`src/rtl/kacc_pkg.sv`:
```
// Shared widths and types for the Karatsuba product accumulator.
package kacc_pkg;
  localparam int ACC_W  = 136;
  localparam int PROD_W = 128;
  localparam int CNT_W  = 9;

  typedef struct packed {
    logic             valid;
    logic             last;
    logic [CNT_W-1:0] cnt;
  } tag_t;

  typedef struct packed {
    logic [ACC_W-1:0] sum;
    logic [CNT_W-1:0] cnt;
  } res_t;
endpackage

```
`src/rtl/kacc_result_fifo.sv`:
```
// Small result FIFO; the head entry is read straight out of the register file.
module kacc_result_fifo
  import kacc_pkg::*;
#(
  parameter int DEPTH = 2
) (
  input  logic clk,
  input  logic rst,
  input  logic push,
  input  logic pop,
  input  res_t din,
  output res_t dout,
  output logic full,
  output logic empty
);
  localparam int PW = (DEPTH > 1) ? $clog2(DEPTH) : 1;
  localparam int CW = $clog2(DEPTH + 1);

  res_t          mem [DEPTH];
  logic [PW-1:0] wptr, rptr;
  logic [CW-1:0] count;
  logic          do_push, do_pop;

  function automatic logic [PW-1:0] nxt(input logic [PW-1:0] p);
    return (p == PW'(DEPTH - 1)) ? '0 : p + 1'b1;
  endfunction

  assign full    = (count == CW'(DEPTH));
  assign empty   = (count == '0);
  assign do_push = push && !full;
  assign do_pop  = pop && !empty;
  assign dout    = mem[rptr];

  always_ff @(posedge clk) begin
    if (rst) begin
      wptr  <= '0;
      rptr  <= '0;
      count <= '0;
      for (int i = 0; i < DEPTH; i++) mem[i] <= '0;
    end else begin
      if (do_push) begin
        mem[wptr] <= din;
        wptr      <= nxt(wptr);
      end
      if (do_pop) rptr <= nxt(rptr);
      case ({do_push, do_pop})
        2'b10:   count <= count + 1'b1;
        2'b01:   count <= count - 1'b1;
        default: ;
      endcase
    end
  end
endmodule

```
`src/rtl/kacc_product_accumulator.sv`:
```
// Sums multiplier products in groups of TERMS, with credit backpressure on issue.
// Optional KACC_LAST_EN adds issue_last for early group termination.
module kacc_product_accumulator
  import kacc_pkg::*;
#(
  parameter int MUL_LAT   = 8,
  parameter int TERMS     = 4,
  parameter int OUT_DEPTH = 2
) (
  input  logic              clk,
  input  logic              rst,
  input  logic              issue_valid,
`ifdef KACC_LAST_EN
  input  logic              issue_last,
`endif
  output logic              issue_ready,
  input  logic [PROD_W-1:0] prod,
  output logic [ACC_W-1:0]  out_data,
  output logic [CNT_W-1:0]  out_cnt,
  output logic              out_valid,
  input  logic              out_ready
);
  localparam int CRW = $clog2(OUT_DEPTH + 1);

  logic [CNT_W-1:0] iidx;
  logic [CRW-1:0]   credits;
  logic             at_end, accept, closing, pop, push;
  tag_t             tag_in, tag_out;
  tag_t             tag_pipe [MUL_LAT:1];
  logic [ACC_W-1:0] acc, sum;
  logic             first;
  res_t             res_in, res_out;
  logic             fifo_full, fifo_empty;

  assign at_end = (iidx == CNT_W'(TERMS - 1));
  assign accept = issue_valid && issue_ready;

  // Credits are taken when a group closes at issue, so the FIFO slot is
  // reserved MUL_LAT cycles before the sum actually lands.
`ifdef KACC_LAST_EN
  assign issue_ready = !rst && (credits != '0);
  assign closing     = accept && (issue_last || at_end);
`else
  assign issue_ready = !rst && ((credits != '0) || !at_end);
  assign closing     = accept && at_end;
`endif

  assign tag_in  = '{valid: accept, last: closing, cnt: iidx + 1'b1};
  assign tag_out = tag_pipe[MUL_LAT];
  assign sum     = (first ? '0 : acc) + ACC_W'(prod);
  assign push    = tag_out.valid && tag_out.last;
  assign pop     = out_valid && out_ready;
  assign res_in  = '{sum: sum, cnt: tag_out.cnt};

  always_ff @(posedge clk) begin
    if (rst) begin
      iidx    <= '0;
      credits <= CRW'(OUT_DEPTH);
      acc     <= '0;
      first   <= 1'b1;
      for (int i = 1; i <= MUL_LAT; i++) tag_pipe[i] <= '0;
    end else begin
      if (accept) iidx <= closing ? '0 : iidx + 1'b1;
      case ({closing, pop})
        2'b10:   credits <= credits - 1'b1;
        2'b01:   credits <= credits + 1'b1;
        default: ;
      endcase
      tag_pipe[1] <= tag_in;
      for (int i = 2; i <= MUL_LAT; i++) tag_pipe[i] <= tag_pipe[i-1];
      if (tag_out.valid) begin
        acc   <= tag_out.last ? '0 : sum;
        first <= tag_out.last;
      end
    end
  end

  kacc_result_fifo #(.DEPTH(OUT_DEPTH)) u_fifo (
    .clk   (clk),
    .rst   (rst),
    .push  (push),
    .pop   (pop),
    .din   (res_in),
    .dout  (res_out),
    .full  (fifo_full),
    .empty (fifo_empty)
  );

  assign out_valid = !fifo_empty;
  assign out_data  = res_out.sum;
  assign out_cnt   = res_out.cnt;

`ifndef SYNTHESIS
  always @(posedge clk)
    if (!rst) assert (!(push && fifo_full)) else $error("kacc: result push while FIFO full");
`endif
endmodule
```
`config.mk`:
```
export PLATFORM = sky130hd
export DESIGN_NAME = kacc_product_accumulator
export DESIGN_NICKNAME = d
export VERILOG_FILES = /design/src/rtl/kacc_pkg.sv /design/src/rtl/kacc_result_fifo.sv /design/src/rtl/kacc_product_accumulator.sv
export SDC_FILE = /design/constraint.sdc
export NUM_CORES = 1
export LEC_CHECK = 0
export CAP_MARGIN = 20
export CORE_MARGIN = 8
export CORE_UTILIZATION = 30
export CTS_CLUSTER_SIZE = 30
export DETAILED_ROUTE_END_ITERATION = 12
export PLACE_DENSITY_LB_ADDON = 0.1
export SETUP_SLACK_MARGIN = 0.5
export SLEW_MARGIN = 0
export SYNTH_ARGS = -nofsm -noshare
export SYNTH_HDL_FRONTEND = slang
export SYNTH_SLANG_ARGS = --single-unit
```
`constraint.sdc`:
```
create_clock -name clk -period 14 [get_ports clk]
set_clock_uncertainty 0.05 [all_clocks]
set_input_delay 2.8 -clock clk [delete_from_list [all_inputs] [get_ports clk]]
set_output_delay 2.8 -clock clk [all_outputs]
set_load 0.01 [all_outputs]
```
## Word level (Yosys, flattened, before mapping)

Memories as Yosys holds them, arrays and structs flattened. A register that Yosys moved wholly into a read port is not among the register bits.
Cells that the tools add are included.

- Memories kept: 2
- Output and inout bits: 147
- Bits in writable memories: 378
- Logic and storage cells: 74
- Bits of input ports: 132
- Register bits: 152

- Bitwise gates (word level): 8
- Multiplexer cells: 26
- Add/subtract/negate cells: 8
- Equal/unequal tests: 6
- Reduce and logical (&&, ||, !) cells: 17

Memory list:

| name | words | bits a word | read ports | clocked after memory_dff | wr ports | line | text |
|---|---|---|---|---|---|---|---|
| u_fifo.mem | 2 | 145 | 1 | 1 | 2 | kacc_result_fifo.sv:19 | `res_t mem [DEPTH];` |
| tag_pipe | 8 | 11 | 8 | 0 | 8 | kacc_product_accumulator.sv:29 | `tag_t tag_pipe [MUL_LAT:1];` |

Operators with widths:

| kind | number |
|---|---|
| $mux 136 | 2 |
| $mux 145 | 1 |
| $reduce_or 145->1 | 1 |
| $add 136x128->136 | 1 |
| $mux 11 | 8 |
| $mux 1 | 12 |
| $add 9x1->9 const B | 1 |
| $eq 9x2->1 const B | 1 |
| $mux 9 | 1 |
| $or 1x1->1 | 8 |
| $pmux 2 s2 | 2 |
| $logic_and 1x1->1 | 7 |
| $eq 2x2->1 const B | 3 |
| $reduce_bool 2->1 | 3 |
| $add 2x1->2 const B | 2 |
| $eq 2x1->1 const B | 2 |
| $logic_not 1->1 | 4 |
| $sub 2x1->2 const B | 2 |
| $add 1x1->1 const B | 2 |
| $logic_not 2->1 | 1 |
| $logic_or 1x1->1 | 1 |

## Logic depth before layout (Yosys ltp)

Gate-level depths: netlist of run 1.

- Depth after elaboration: 8
- Mapped depth: 17
- Gate-level depth less buffers: 14

## By module

From an unflattened synthesis of run 1, not the netlist that was laid out.

- Cells, all modules: 3,130
- Area, all modules: 30,023.8 um^2

By module, submodules not included:

| module | area each (um^2) | times used | cells each |
|---|---|---|---|
| kacc_product_accumulator | 17,065.1 | 1 | 2,168 |
| kacc_result_fifo | 12,958.7 | 1 | 962 |

## Worst setup path before layout of run 1

OpenSTA, ideal clock, no wires.

- Path kind: reg-to-reg
- Start point: reg, netlist name tag_pipe[0][98]
- End point: mem u_fifo.mem[0][0] (netlist name), enable pin
- Setup time: 0.680 ns
- Data arrival time: 7.398 ns
- Setup slack: 5.872 ns
- Data required time: 13.270 ns
- Stages on the path, launching flop included: 4
- Period minus slack after synthesis: 8.128 ns
- Path through: dfxtp_1 -> and2_1 -> o21ai_1 -> o21bai_1

RTL lines:

| what | line |
|---|---|
| to (decl) | kacc_result_fifo.sv:19 |

==> out/results.ini, run 1 <==
[outcome]
outcome = completed

[clocking]
post_cts_buffers = 0
clock_sinks = 531
numCtsBuffers = 67
clockBufferDepth = 3
cts_htree_levels = 3
clk_pin_slew_worst_paths_ns = 0.06
cts_resized = 0
postCtsHoldBufs = 0
insertion_delay_ns = 0.65
root_buffer = clkbuf_16
cts_tree = built

[power]
powerDensity_nw_per_um2 = 103
pwr-share-clk_pct = 47.8
sw_frac_of_total_pct = 24.4
p_switching_w = 0.000909
p_leak_nw = 13.4
power.internal_w = 0.00282
ir_worst_vdd_v = 0.0000702
p_comb_share_pct = 7.2
pwr-share-seq_pct = 45.0

[critical_path]
required_ns = 14.29
crit_path_start = prod[34]
crit_path_start_kind = input pin
reg2reg_to = u_fifo.mem[0][133]
path_max_fanout = 6
crit_type = input pin to flip-flop
end_kind = flip-flop
rrSetupSlack_ns = 8.27
crit_path_end = u_fifo.mem[0][107]
critPathArrivalTime_ns = 7.15
r2r-start = first
reg2regPathDepth = 13

[cells_and_area]
fillCellCount = 10300
final_util_pct = 36.3
syn2layout_area_growth_pct = 20.5
multi_input_area_um2 = 15600
seq_area_um2 = 13500
final_layout_size_suffix_gt1_share_pct = 9.16
diodes = 0
design_area_um2 = 36200
nNetsFinal = 3728

[global_routing]
grt_overflow = 0
antenna_found_initial = 1
grt_max_degree = 146
grt_pass1_vias = 24400
grt_pass1_wl_um = 159000
grt_usage_pct = 18.6

[timing]
setup_slack_ns = 7.14
worstMarginPinSlew_ns = 1.12
setup-violations-final = 0
timing.slew.headroom_pct = 25.5
fin_crit_sh_pct = 49.0
rsz0062_at_grt = no
drv_slew = 0
setup_tns_ns = 0
max_freq_mhz = 146
fin_crit_ns = 6.86
finalHoldViolations = 0

[placed_design]
postPlaceCellArea_um2 = 33900
io_buffers = 278
gp_congestion = 0.902
hpwl_um = 77100
place_ws_ns = 6.41

[detailed_routing]
wl_per_cell_um = 22.1
detail_route.first_pass.iterations = 5
drtAntennaViolNets = 0
vias = 24700
routed_wirelength_um = 107000
viasPerCell = 5.12
drt_iter0_markers = 1576
drc = 0

[floorplan]
fp.dieW_um = 332
die_y_um = 332
fp-row-count = 116
die_area_um2 = 110000
top_level_ports = 279
start_util_pct = 30.1
core_area_um2 = 99600

[yosys]
syn_area_per_cell_um2 = 9.15
seq_area_frac_synth_pct = 45.1
yosys.area.top_type = edfxtp_1
synthDominantCellAreaShare_pct = 29.0
synth_edf_count = 290
synthTopCellsByCount = nor2_1 (515), edfxtp_1 (290), nand2_1 (290)
ys_warn_count = 0
ys_types = 88
ys_seq_elements = 531
yosys-top-cells-area = edfxtp_1 (29%), dfxtp_1 (16%), nor2_1 (6.4%), mux2_2 (5.6%), ha_1 (5.5%)
syn-instance-count = 3279
syn-cell-area_um2 = 30000
ys.flop_type = edfxtp_1
synth_fp_nets = 3543
synth_most_common_cell = nor2_1
async_flop_share_pct = 0

[min_path]
hp-class = flip-flop to flip-flop

[flow_run]
drv_cap = 0

[per-layer routing]
| layer | global-route usage [%] | wire [um] | vias up |
|---|---|---|---|
| met5 | 0 | 0 | - |
| met1 | 24.8 | 49400 | 11900 |
| li1 | - | - | 12000 |
| met3 | 3.18 | 4690 | 165 |
| met4 | 5.08 | 2920 | 0 |
| met2 | 30.8 | 49600 | 585 |
[power by group through the flow]
stage / registers, W / logic, W / clock network, W
after detailed placement: 0.00171 / 0.000274 / 0
after CTS: 0.00168 / 0.000276 / 0.00184
final: 0.00168 / 0.000270 / 0.00178
after global routing: 0.00168 / 0.000291 / 0.00189
after floorplan: 0.00172 / 0.000135 / 0
after global placement: 0.00171 / 0.000276 / 0
[cell usage in the layout (no fill, tap or decap), types with 16 or more instances in the layout]
master and n:
clkbuf_16 69, nor3_1 29, nand2_1 289, xor2_1 54, and2_1 18, nand2b_1 20, nand3_1 37, buf_4 17
mux2_2 148, nor2b_1 222, clkbuf_1 18, nor2_1 514, and3_1 29, o21ai_0 212, edfxtp_1 290, o31ai_1 16
o21bai_1 39, inv_1 49, ha_1 131, nand4_1 77, a21oi_1 272, xnor2_1 83, a21o_1 63, a31oi_1 18
o211ai_1 17, clkdlybuf4s50_1 277, dfxtp_1 239, or2_2 16
[how the worst min path moves through the flow]
stage / cells after the start / slack [ns] / from / endpoint
after global routing: 1 / 0.39 / tag_pipe[0][68] / tag_pipe[0][79]
after floorplan: 1 / 0.36 / tag_pipe[0][11] / tag_pipe[0][22]
final: 1 / 0.37 / tag_pipe[0][68] / tag_pipe[0][79]
after global placement: 1 / 0.37 / tag_pipe[0][26] / tag_pipe[0][37]
after detailed placement: 1 / 0.37 / tag_pipe[0][28] / tag_pipe[0][39]
after CTS: 1 / 0.37 / tag_pipe[0][76] / tag_pipe[0][87]
[flip-flops by register name (all words and copies together) (netlist names), named ones only]
register / count
credits: 2
first: 1
u_fifo.count: 2
tag_pipe: 88
u_fifo.mem: 290
u_fifo.rptr: 1
u_fifo.wptr: 1
iidx: 9
acc: 136
[through the flow]
stage | cells | power, W | hold WS, ns
after floorplan | 3279 | 0.00185 | 0.364
after global placement | 4693 | 0.00199 | 0.367
after detailed placement | 4693 | 0.00199 | 0.370
after CTS | 4815 | 0.00379 | 0.372
after global routing | 4815 | 0.00386 | 0.389
final | 4815 | 0.00373 | 0.370
[critical path: stages]
cell and delay, ns:
clkdlybuf4s50_1 0.46, ha_1 0.45, nand2_1 0.22, nor4_1 0.76
nand4_1 0.35, nor2_1 0.20, o21ai_0 0.35, nand2_1 0.44
nand4_1 0.29, o21ai_0 0.49, xnor2_1 0.26, nor2_1 0.08
[final cells by class]
cell class / instances / area share [%]
multi-input cells: 2517 / 43.1
flip-flops and latches: 531 / 37.5
repair buffers: 297 / 8.19
clock buffers: 95 / 5.27
well taps: 1298 / 4.49
clock inverters: 27 / 0.941
inverters: 50 / 0.519
[cell families after synthesis]
kind of cell             after synthesis  synth area share (%)
AO/OA/AOI/OAI                        776                  15.8
XOR/XNOR                             137                  4.00
adder cells (fa/ha/maj)              132                  5.53
buffers and inverters                231                  3.09
flip-flops                           531                  45.1
multiplexers                         156                  5.82
AND/OR/NAND/NOR                     1316                  20.7
Power figures use the tool's default switching activity.
==> run 2, diff against run 1 <==
==> constraint.sdc (replaced) <==
create_clock -name clk -period 6.5 [get_ports clk]
set_clock_uncertainty 0.05 [all_clocks]
set_input_delay 1.3 -clock clk [delete_from_list [all_inputs] [get_ports clk]]
set_output_delay 1.3 -clock clk [all_outputs]
set_load 0.01 [all_outputs]
==> run 2 against run 1 <==
First-iteration DRC count increased by 0.19%. Setup slack got worse by 6.1 ns. Global-route usage decreased by 0.23 points. Sequential share of layout area decreased by 0.19 points. Cell area increased by 0.52%. Power increased by 120%. Die area unchanged. Highest routed layer unchanged.
==> out/results.ini, run 2 (same netlist as run 1, synthesis figures left out) <==
[outcome]
outcome = completed

[floorplan]
die_y_um = 332  ; unchanged
die_area_um2 = 110000  ; unchanged
start_util_pct = 30.1  ; unchanged
top_level_ports = 279  ; unchanged
fp-row-count = 116  ; unchanged
core_area_um2 = 99600  ; unchanged
fp.dieW_um = 332  ; unchanged

[detailed_routing]
detail_route.first_pass.iterations = 6  ; +1
vias = 24500  ; -0.67%
viasPerCell = 5.07  ; -1.0%
drc = 0  ; unchanged
drtAntennaViolNets = 0  ; unchanged
routed_wirelength_um = 105000  ; -1.4%
drt_iter0_markers = 1579  ; +0.19%
wl_per_cell_um = 21.8  ; -1.7%

[critical_path]
cp_slowest_cell = a211oi_1
slowest_delay_ns = 0.84  ; +0.08 ns
reg2reg_to = u_fifo.mem[0][133]
r2r-start = first
crit_path_start_kind = input pin
path_max_fanout = 4  ; -2
critPathArrivalTime_ns = 5.82  ; -1.33 ns
cp.depth = 15  ; +3
crit_path_end = u_fifo.mem[0][133]
cp_cell_sequence = clkdlybuf4s50_1, ha_1, inv_1, fa_1, nor2b_1, o2111a_1, o21ai_1, a21oi_1, o211ai_1, buf_4, a211oi_1, nor2_1, o31ai_1, xnor2_1, nor2_1
cp_common_cell = nor2_1
crit_type = input pin to flip-flop
critical_path.top_delay_family = compound AO/OA/AOI/OAI gates
reg2regPathDepth = 13  ; unchanged
crit_buf_inv = 3  ; +2
crit_path_start = prod[0]
end_kind = flip-flop
rrSetupSlack_ns = 1.30  ; -6.97 ns
required_ns = 6.82  ; -7.47 ns

[timing]
rsz0062_at_grt = no
max_freq_mhz = 182
setup-violations-final = 0  ; unchanged
timing.slew.headroom_pct = 29.2  ; +3.7 points
fin_crit_ns = 5.50
drv_slew = 0  ; unchanged
finalHoldViolations = 0  ; unchanged
setup_tns_ns = 0  ; unchanged
worstMarginPinSlew_ns = 1.06  ; -0.0558 ns
fin_crit_sh_pct = 84.6

[clocking]
clockBufferDepth = 3  ; unchanged
clk_pin_slew_worst_paths_ns = 0.06  ; about the same
cts_resized = 0  ; unchanged
insertion_delay_ns = 0.65  ; about the same
cts_tree = built
clock_sinks = 531  ; unchanged
root_buffer = clkbuf_16
post_cts_buffers = 0  ; unchanged
postCtsHoldBufs = 0  ; unchanged
numCtsBuffers = 68  ; +1.5%
cts_htree_levels = 3  ; unchanged

[placed_design]
placed_cells = 4705  ; +0.26%
io_buffers = 278  ; unchanged
hpwl_um = 78800  ; +2.2%
gp_congestion = 0.930  ; +3.0%
postPlaceCellArea_um2 = 34000  ; +0.28%

[global_routing]
grt_max_degree = 146  ; unchanged
grt_pass1_vias = 24400  ; -0.012%
antenna_found_initial = 1  ; unchanged
grt_overflow = 0  ; unchanged
grt_usage_pct = 18.3  ; -0.23 points
grt_pass1_wl_um = 158000  ; -1.1%

[cells_and_area]
top_regs = u_fifo.mem x290, acc x136, tag_pipe x88
design_area_um2 = 36300  ; +0.52%
fillCellCount = 10400  ; +0.19%
final_util_pct = 36.5  ; +0.19 points
final_layout_size_suffix_gt1_share_pct = 9.65  ; +0.50 points
regMostFlops = u_fifo.mem
seq_area_um2 = 13500  ; unchanged
multi_input_area_um2 = 15600  ; about the same
largest_register_ffs = 290  ; unchanged
layout_common_cells = nor2_1 (514), edfxtp_1 (290), nand2_1 (289)
syn2layout_area_growth_pct = 21.1
layout_commonest_cell = nor2_1
nNetsFinal = 3742  ; +0.38%
stdcell_count = 4832  ; +0.35%

[power]
powerDensity_nw_per_um2 = 222  ; +120%
p_leak_nw = 13.5  ; +0.80%
ir_worst_vdd_v = 0.000151  ; +120%

[min_path]
hp-class = flip-flop to flip-flop

[flow_run]
drv_cap = 0  ; unchanged

-- run 2: changes by cell type in the layout (fill, tap and decap cells not counted), sizes merged --
cell    previous run  this run
clkbuf            95        89
buf               20        33
clkinv            15        27
bufinv             4         5
diode              0         1
inv               56        52
-- run 2: power by group --
part	internal [W]	switching, W
sequential	0.00360	0.0000157
clock	0.00230	0.00157
combinational	0.000231	0.000349
total	0.00613	0.00194
-- run 2: how the worst min path moves through the flow --
stage	startpoint	endpoint	slack [ns]	depth (start not counted)
3_5_place_dp	tag_pipe[0][85]	tag_pipe[0][96]	0.37	1
6_report	tag_pipe[0][70]	tag_pipe[0][81]	0.37	1
3_3_place_gp	tag_pipe[0][32]	tag_pipe[0][43]	0.37	1
5_1_grt	tag_pipe[0][33]	tag_pipe[0][44]	0.39	1
2_1_floorplan	tag_pipe[0][11]	tag_pipe[0][22]	0.36	1
4_1_cts	tag_pipe[0][68]	tag_pipe[0][79]	0.37	1
-- run 2: area by class of cell --
| type | instances | area share, % |
|---|---|---|
| diodes | 1 | 0.00689 |
| clock buffers | 89 | 5.26 |
| clock inverters | 36 | 1.08 |
| inverters | 50 | 0.516 |
| multi-input cells | 2517 | 42.9 |
| flip-flops and latches | 531 | 37.3 |
| well taps | 1298 | 4.47 |
| repair buffers | 310 | 8.47 |
-- run 2: layer usage --
layer	global-route usage, %	share of wire [%]	up-vias
li1	-	-	12100
met1	24.4	46	11800
met2	31.4	48	512
met3	2.75	3.9	108
met4	4.06	1.9	0
met5	0	0	-
-- run 2: stage by stage --
stage | power (W) | hold slack, ns | setup slack (ns)
2_1_floorplan | 0.00398 | 0.364 | 1.47
3_3_place_gp | 0.00428 | 0.366 | 0.409
3_5_place_dp | 0.00427 | 0.370 | 0.468
4_1_cts | 0.00820 | 0.367 | 1.13
5_1_grt | 0.00836 | 0.395 | 0.846
6_report | 0.00806 | 0.369 | 0.998
